### src/rtl/fir_tdm.sv
// Time-multiplexed multi-channel FIR: one multiplier walks the taps of the
// accepted channel, then the saturated result is presented for one cycle.
module fir_tdm #(
    parameter  int N        = 16,
    parameter  int TAPS     = 8,
    parameter  int CHANNELS = 2,
    parameter  int SHIFT    = 0,
    localparam int AW       = $clog2(TAPS),
    localparam int CW       = (CHANNELS > 1) ? $clog2(CHANNELS) : 1
) (
    input  logic                clk,
    input  logic                rst,
    input  logic                ena,
    input  logic                coef_we,
    input  logic [AW-1:0]       coef_addr,
    input  logic signed [N-1:0] coef_data,
    input  logic signed [N-1:0] x_in,
    input  logic [CW-1:0]       x_chan,
    input  logic                x_valid,
    output logic                x_ready,
    output logic signed [N-1:0] y_out,
    output logic [CW-1:0]       y_chan,
    output logic                y_valid
);
    localparam int ACC_W = 2*N + $clog2(TAPS);
    localparam int PW    = 2*N;
    localparam logic signed [ACC_W-1:0] MAXV = {{(ACC_W-N+1){1'b0}}, {(N-1){1'b1}}};
    localparam logic signed [ACC_W-1:0] MINV = {{(ACC_W-N+1){1'b1}}, {(N-1){1'b0}}};

    typedef enum logic [1:0] {IDLE, MAC, OUT} state_t;

    state_t                  state, state_nxt;
    logic [AW-1:0]           cnt;
    logic signed [ACC_W-1:0] acc, shifted;
    logic signed [N-1:0]     coef [TAPS];
    logic signed [N-1:0]     hist [CHANNELS][TAPS];
    logic [CW-1:0]           chan_q, chan_rd;
    logic                    chan_ok;
    logic                    res_vld;
    logic signed [PW-1:0]    prod;
    logic signed [N-1:0]     sat_val;
    logic                    accept;

    assign x_ready = (state == IDLE) && ena && !rst;
    assign accept  = x_valid && x_ready;

    // An out-of-range channel still runs the MAC; read a legal row instead.
    assign chan_rd = chan_ok ? chan_q : '0;
    assign prod    = PW'(coef[cnt]) * PW'(hist[chan_rd][cnt]);

    always_comb begin
        shifted = acc >>> SHIFT;
        sat_val = shifted[N-1:0];
        if (shifted > MAXV)
            sat_val = MAXV[N-1:0];
        else if (shifted < MINV)
            sat_val = MINV[N-1:0];
    end

    always_comb begin
        state_nxt = state;
        case (state)
            IDLE:    if (accept) state_nxt = MAC;
            MAC:     if (cnt == AW'(TAPS-1)) state_nxt = OUT;
            OUT:     state_nxt = IDLE;
            default: state_nxt = IDLE;
        endcase
    end

    always_ff @(posedge clk) begin
        if (rst) begin
            state   <= IDLE;
            cnt     <= '0;
            acc     <= '0;
            chan_q  <= '0;
            chan_ok <= 1'b0;
            res_vld <= 1'b0;
            y_out   <= '0;
            y_chan  <= '0;
            y_valid <= 1'b0;
            for (int k = 0; k < TAPS; k++) begin
                coef[k] <= '0;
                for (int c = 0; c < CHANNELS; c++)
                    hist[c][k] <= '0;
            end
        end else if (ena) begin
            state <= state_nxt;
            // Write lands at the accept edge, so it is seen by that sample's first tap.
            if (coef_we && state == IDLE && int'(coef_addr) < TAPS)
                coef[coef_addr] <= coef_data;
            case (state)
                IDLE: if (accept) begin
                    cnt     <= '0;
                    acc     <= '0;
                    chan_q  <= x_chan;
                    chan_ok <= int'(x_chan) < CHANNELS;
                    if (int'(x_chan) < CHANNELS) begin
                        for (int k = TAPS-1; k > 0; k--)
                            hist[x_chan][k] <= hist[x_chan][k-1];
                        hist[x_chan][0] <= x_in;
                    end
                end
                MAC: begin
                    acc <= acc + ACC_W'(prod);
                    cnt <= (cnt == AW'(TAPS-1)) ? '0 : cnt + 1'b1;
                end
                default: ;
            endcase
            // Result is taken from acc one edge after OUT; acc/chan_q are only
            // overwritten by the next accept, which uses their old values here.
            res_vld <= (state == OUT) && chan_ok;
            y_valid <= res_vld;
            if (res_vld) begin
                y_out  <= sat_val;
                y_chan <= chan_q;
            end
        end
    end
endmodule

### config.mk
export PLATFORM = sky130hd
export DESIGN_NAME = fir_tdm
export DESIGN_NICKNAME = d
export VERILOG_FILES = /design/src/rtl/fir_tdm.sv
export SDC_FILE = /design/constraint.sdc
export NUM_CORES = 1
export LEC_CHECK = 0
export CORE_UTILIZATION = 60
export CTS_CLUSTER_SIZE = 25
export DETAILED_ROUTE_END_ITERATION = 6
export HOLD_SLACK_MARGIN = 0.03
export PLACE_DENSITY = 0.81
export SYNTH_ARGS = -nofsm -noshare
export SYNTH_HDL_FRONTEND = slang
export SYNTH_SLANG_ARGS = --single-unit
### constraint.sdc
create_clock -name clk -period 18.8 [get_ports clk]
set_clock_uncertainty 0.1 [all_clocks]
set_input_delay 2.82 -clock clk [delete_from_list [all_inputs] [get_ports clk]]
set_output_delay 2.82 -clock clk [all_outputs]
set_load 0.005 [all_outputs]
==> impl_metrics.ini, run 1 <==
[clocking]
cts_tree = yes
cts_max_path_buffers = 3
htree_num_levels = 2
cts_root_buf = clkbuf_16
cts_buffers = 47
worstSkewPairLatency_ns = 0.61
path_clk_slew_ns = 0.06
cts_num_sinks = 448
ctsResizeCount = 0
post_cts_buffers = 0
cts_hold_buf = 0

[hold_path]
hold_end = y_out[15]$_SDFFE_PP0P_
hold_depth = 2
hp-start = y_out[15]$_SDFFE_PP0P_
hp-class = register to register

[yosys]
syn_area_per_cell_sq_um = 12.4
ys_seq_area_share_pct = 41.6
synth-edff-count = 384
synth.most_common_cell = edfxtp_1
yosys-top-cells-area = edfxtp_1 (37%), fa_1 (20%), mux4_2 (8.1%)
yosysTopAreaCell = edfxtp_1
synth_seq_cells = 448
ys_top_cells_by_count = edfxtp_1 (384), inv_1 (365), and2_1 (337), fa_1 (311), nand2_1 (164)
synthArstFlopShare_pct = 0
synthesis.nets = 2939
syn_area_sq_um = 30800
synth_top_area_share_pct = 37.5
ys_warn_count = 0
synth_ff_type = edfxtp_1
synthCells = 2482
synth_cell_types = 58

[floorplanning]
die_y_um = 228
initial_core_util_pct = 61.1
die_width_um = 228
io_pins = 60
coreArea_sq_um = 50400
die_area_sq_um = 52200
row_count = 82

[timing]
setup_slack_ns = 9.72
min_period_over_period_pct = 48.3
worst_slew_pin_slew_ns = 1.16
final_hold_viol_count = 0
period_minus_slack_ns = 9.08
fin_tns_setup_ns = 0
setup_viol = 0
grt_setup_unrepaired = no
drv_slew = 0
fmax_mhz = 110
slew_headroom_pct = 22.4

[critical_path]
worst-setup-path-type = register to register
worst_path_most_repeated_cell = fa_1
critical_path.max_stage_delay_ns = 0.89
critPathMaxFanout = 43
reg2regPathDepth = 24
ff2ff_setup_slack_ns = 9.72
endpoint_kind = register
cp-startpoint = chan_q$_SDFFE_PP0P_
critPathArrivalTime_ns = 9.50
crit_path_cell_trace = and2_4 > buf_4 > mux4_2 > mux4_2 > nand2_1 > inv_1 > fa_1 > fa_1 > fa_1 > fa_1 > fa_1 > inv_1 > fa_1 > inv_1 > ha_1 > a21o_1 > a21o_1 > a21o_1 > a21o_1 > a21o_1 > a211oi_1 > nand3b_1 > mux2_2 > nand3_1
reg2reg_from = chan_q$_SDFFE_PP0P_
critPathSlowestCell = fa_1
crit_path_start_kind = register
crit_required_ns = 19.22
r2r-end = acc[34]$_SDFFE_PP0P_

[finish]
final_cells = 3199
layout.nets = 2947
areaGrowthSynthToFinish_pct = 8.83
drive_gt1_share_pct = 9.73
n_antenna_cell = 0

[power]
swShare_pct = 38.5
vdd_drop_max_mv = 0.113
p_switching_mw = 1.57
power_frac_clock_pct = 23.3
leakagePower_nw = 14.5
power_per_cell_area_nw_per_um2 = 122
seq_power_share_pct = 28.7
internal_power_mw = 2.50
comb_power_share_pct = 48.0

[grt]
grt_pass1_wl_um = 109000
grt_pass1_vias = 20500
antenna_found_initial = 0
grt_max_degree = 129
grt_use_total_pct = 26.8
overflow = 0

[placement]
dp_slack_ns = 9.74
place.gp.congestion = 0.920
hpwl_um = 45700
portBuffers = 59
dp.cells = 3113

[drt]
drt-total-wl_um = 67700
viasPerCell = 5.90
drc_errors = 0
ant_nets = 0
drt_iter0_markers = 1865
drt_first_pass_iters = 5
num_vias = 18900
routedWlPerCell_um = 21.2

[outcome]
status = completed

[run]
max_cap_violations = 0
state kept, by name (all words and copies together), names as in the netlist, named ones only:
register / flops
hist: 256
coef: 128
acc: 35
y_out: 16
cnt: 3
state: 2
chan_ok: 1
chan_q: 1
res_vld: 1
y_chan: 1
y_valid: 1
through the flow:
step / hold WS [ns] / total power [mW] / util, % / instance area [sq um]
2_1_floorplan: 0.341 / 2.69 / - / 30800
3_3_place_gp: 0.360 / 3.02 / 63.3 / 31900
3_5_place_dp: 0.366 / 3.10 / 63.3 / 31900
4_1_cts: 0.373 / 4.07 / 66.5 / 33500
5_1_grt: 0.394 / 4.39 / 66.5 / 33500
6_report: 0.372 / 4.07 / 66.5 / 33500
cells by family (layout without fill, tap and decap cells):
family,count (synthesis),after routing,synth area share [%]
compound gates,138,138,2.96
xor+xnor,36,36,1.02
fa+ha+maj,416,416,24.5
buf+inv,493,538,6.17
flops,448,448,41.6
mux,131,131,8.83
simple gates,820,820,14.9
power by group through the flow:
stage	Sequential [mW]	Combinational (mW)	Clock, mW
after floorplan	1.17	1.52	0
after global placement	1.18	1.84	0
after detailed placement	1.19	1.91	0
after CTS	1.17	1.94	0.959
after global routing	1.17	2.22	0.996
final	1.17	1.96	0.949
final cells by class:
type,instances,area [sq um]
fillers,3465,16900
clock inverters,25,334
flip-flops and latches,448,12800
clock buffers,61,1260
multi-input cells,1541,16100
repair buffers,85,778
inverters,367,1380
well taps,672,841
layout by cell type (no fill, tap or decap), drive strengths merged, types with 3 or more instances in the layout:
| cell | n |
|---|---|
| and2 | 339 |
| clkdlybuf4s50 | 57 |
| inv | 368 |
| mux4 | 111 |
| xor2 | 15 |
| a22o | 7 |
| a21o | 22 |
| buf | 28 |
| bufinv | 5 |
| dfxtp | 64 |
| nor4 | 10 |
| nand4 | 9 |
| nor2b | 47 |
| fa | 311 |
| clkinv | 18 |
| mux2 | 14 |
| nor2 | 62 |
| clkbuf | 61 |
| a31oi | 8 |
| o21a | 3 |
| edfxtp | 384 |
| xnor2 | 21 |
| a21oi | 28 |
| nand3 | 9 |
| ha | 105 |
| or2 | 11 |
| nand3b | 3 |
| nand2 | 164 |
| nor3 | 8 |
| o21bai | 3 |
| and3 | 133 |
| mux2i | 6 |
| nor3b | 3 |
| nand2b | 20 |
| o21ai | 32 |
| a211oi | 20 |
per-layer routing:
layer | wire, um | share of wire, % | GRT usage (%)
met5 | 0 | 0 | 0
met4 | 1820 | 2.7 | 8.03
met3 | 4750 | 7.0 | 4.12
met2 | 34200 | 51 | 45.6
met1 | 26900 | 40 | 35.7
worst max-delay path by stage:
| stage | endpoint | slack (ns) |
|---|---|---|
| global route | acc[34]$_SDFFE_PP0P_ | 9.17 |
| floorplan | acc[34]$_SDFFE_PP0P_ | 11.05 |
| detailed placement | acc[34]$_SDFFE_PP0P_ | 9.74 |
| CTS | acc[34]$_SDFFE_PP0P_ | 9.63 |
| global placement | acc[34]$_SDFFE_PP0P_ | 9.89 |
| finish | acc[34]$_SDFFE_PP0P_ | 9.72 |
worst max-delay path, delay by kind of cell, from the launching register on:
| family | cells | cell delay, ns |
|---|---|---|
| AOI/OAI and AO/OA | 6 | 1.29 |
| DFF | 1 | 0.36 |
| adders and majority gates | 7 | 3.86 |
| muxes | 3 | 1.59 |
| and+or+nand+nor | 4 | 0.82 |
| buffers and inverters | 4 | 0.93 |
Power figures use the tool's default switching activity.
==> inputs of run 2 (changes only) <==
Clock period 18.8 ns to 8.6 ns, I/O delays scaled along.
==> run 2 against run 1 <==
Compared with the run above:
- utilization shrank 0.16 points
- critical path depth is 1 higher
- die area unchanged
- sequential share of layout area increased by 0.093 points
- hold slack got worse by 0.0018 ns
- non-clock buffer count up 8
- critical endpoint is now acc[30]$_SDFFE_PP0P_
- routed wire length rose by 0.55%
- clock-buffer cell count unchanged
==> impl_metrics.ini, run 2 (synthesis gave the netlist of run 1 again) <==
[critical_path]
cpLargestDelayFamily = adder cells
worst-setup-path-type = register to register
critPathMaxFanout = 35
critPathSlowestCell = mux4_2
endpoint_kind = register
ff2ff_setup_slack_ns = 0.33
critPathArrivalTime_ns = 8.60
path_buf_inv = 5
critical_path.max_stage_delay_ns = 0.70
worst_path_most_repeated_cell = fa_1
crit_required_ns = 8.93
crit_path_start_kind = register

[finish]
multi_input_area_sq_um = 16100
final_util_pct = 66.3
drive_gt1_share_pct = 9.61
regMostFlops = hist
layout.nets = 2953
final_cells = 3201
layout_common_cells = edfxtp_1 (384), inv_1 (365), and2_1 (337)
fill_cells = 3453
largest_register_ffs = 256
areaGrowthSynthToFinish_pct = 8.56
register_area_sq_um = 12800
n_antenna_cell = 0
largest_registers = hist x256, coef x128, acc x35
final_common_cell = edfxtp_1

[power]
power_per_cell_area_nw_per_um2 = 260
leakagePower_nw = 14.5
vdd_drop_max_mv = 0.263

[timing]
period_minus_slack_ns = 8.27
fmax_mhz = 121
grt_setup_unrepaired = no
slew_headroom_pct = 21.5
drv_slew = 0
final_hold_viol_count = 0
worst_slew_pin_slew_ns = 1.18
min_period_over_period_pct = 96.1
setup_viol = 0
fin_tns_setup_ns = 0

[clocking]
cts_root_buf = clkbuf_16
cts_tree = yes
cts_buffers = 45
cts_hold_buf = 0
post_cts_buffers = 0
cts_max_path_buffers = 3
cts_num_sinks = 448
path_clk_slew_ns = 0.06
worstSkewPairLatency_ns = 0.61
htree_num_levels = 2

[grt]
grt_max_degree = 129
grt_pass1_wl_um = 110000
grt_use_total_pct = 26.9
overflow = 0
antenna_found_initial = 0
grt_pass1_vias = 20500

[drt]
drt-total-wl_um = 68100
drc_errors = 0
viasPerCell = 5.92
ant_nets = 0
num_vias = 19000
drt_first_pass_iters = 5
routedWlPerCell_um = 21.3
drt_iter0_markers = 1736

[run]
max_cap_violations = 0

[hold_path]
hp-class = register to register

[placement]
dp.cells = 3121
place.gp.congestion = 0.877
hpwl_um = 47000
portBuffers = 59

[floorplanning]
die_y_um = 228
row_count = 82
io_pins = 60
die_width_um = 228
coreArea_sq_um = 50400
die_area_sq_um = 52200
initial_core_util_pct = 61.1

[outcome]
status = completed
-- run 2: cell types whose count changed in the layout (fill, tap and decap cells not counted), moves of 2 or more --
cell | previous run | this run
clkbuf_16 | 47 | 45
buf_4 | 27 | 30
buf_12 | 0 | 4
bufinv_16 | 5 | 2
clkbuf_8 | 3 | 0
clkinvlp_2 | 0 | 2
clkinv_4 | 3 | 0
clkbuf_1 | 11 | 16
-- run 2: worst reg2reg max path, stage by stage, from the launching register on --
cell,delay (ns)
dfxtp_1,0.36
and2_4,0.31
buf_16,0.31
mux4_2,0.57
mux4_2,0.70
and2_1,0.26
fa_1,0.49
inv_1,0.05
fa_1,0.46
fa_1,0.51
fa_1,0.55
inv_1,0.05
fa_1,0.47
inv_1,0.05
fa_1,0.47
inv_1,0.04
ha_1,0.32
nand3_1,0.14
nor2_1,0.05
a2111oi_1,0.46
o21a_1,0.25
o21ai_0,0.24
a31o_2,0.37
a31oi_1,0.23
xor2_1,0.19
o21ai_0,0.10
-- run 2: timing repair --
action                                  CTS  global route
gates resized for setup                   0             2
endpoints found under the hold margin     0             0
endpoints found under the setup margin    0             3
-- run 2: power by group --
group	leakage, nW	switching (mW)	total (mW)	internal (mW)
Clock	0.660	0.841	1.88	1.04
Sequential	4.50	0.0785	2.55	2.47
Combinational	9.30	2.45	4.25	1.80
Total	14.5	3.37	8.68	5.31
-- run 2: cell type report --
class	count	area share, %
repair buffers	93	2.72
multi-input cells	1541	48.1
flip-flops and latches	448	38.4
inverters	367	4.12
clock inverters	19	0.581
well taps	672	2.52
clock buffers	61	3.55
-- run 2: stage by stage --
stage	area [sq um]	hold WS, ns	setup slack [ns]	power, mW
after floorplan	30800	0.341	0.854	5.89
after global placement	32000	0.348	0.613	6.62
after detailed placement	32000	0.362	0.296	6.81
after CTS	33400	0.371	0.284	8.69
after global routing	33400	0.385	0.0148	9.36
final	33400	0.371	0.335	8.68
-- run 2: metal layers --
layer  up-vias  GRT usage [%]  part of all wire [%]  routed length (um)
li1       8287              -                     -                   -
met1      9771           36.1                    40               27200
met2       768           45.9                    51               34500
met3       137           4.12                   7.2                4890
met4         0           7.76                   2.3                1550
met5         -              0                     0                   0
-- run 2: worst paths after layout --
check / from / end / cells after the start
worst min-delay path: y_chan$_SDFFE_PP0P_ / y_chan$_SDFFE_PP0P_ / 2
worst max-delay path: chan_q$_SDFFE_PP0P_ / acc[30]$_SDFFE_PP0P_ / 25
worst max register to register: chan_q$_SDFFE_PP0P_ / acc[30]$_SDFFE_PP0P_ / 25
worst min register to register: y_chan$_SDFFE_PP0P_ / y_chan$_SDFFE_PP0P_ / 2
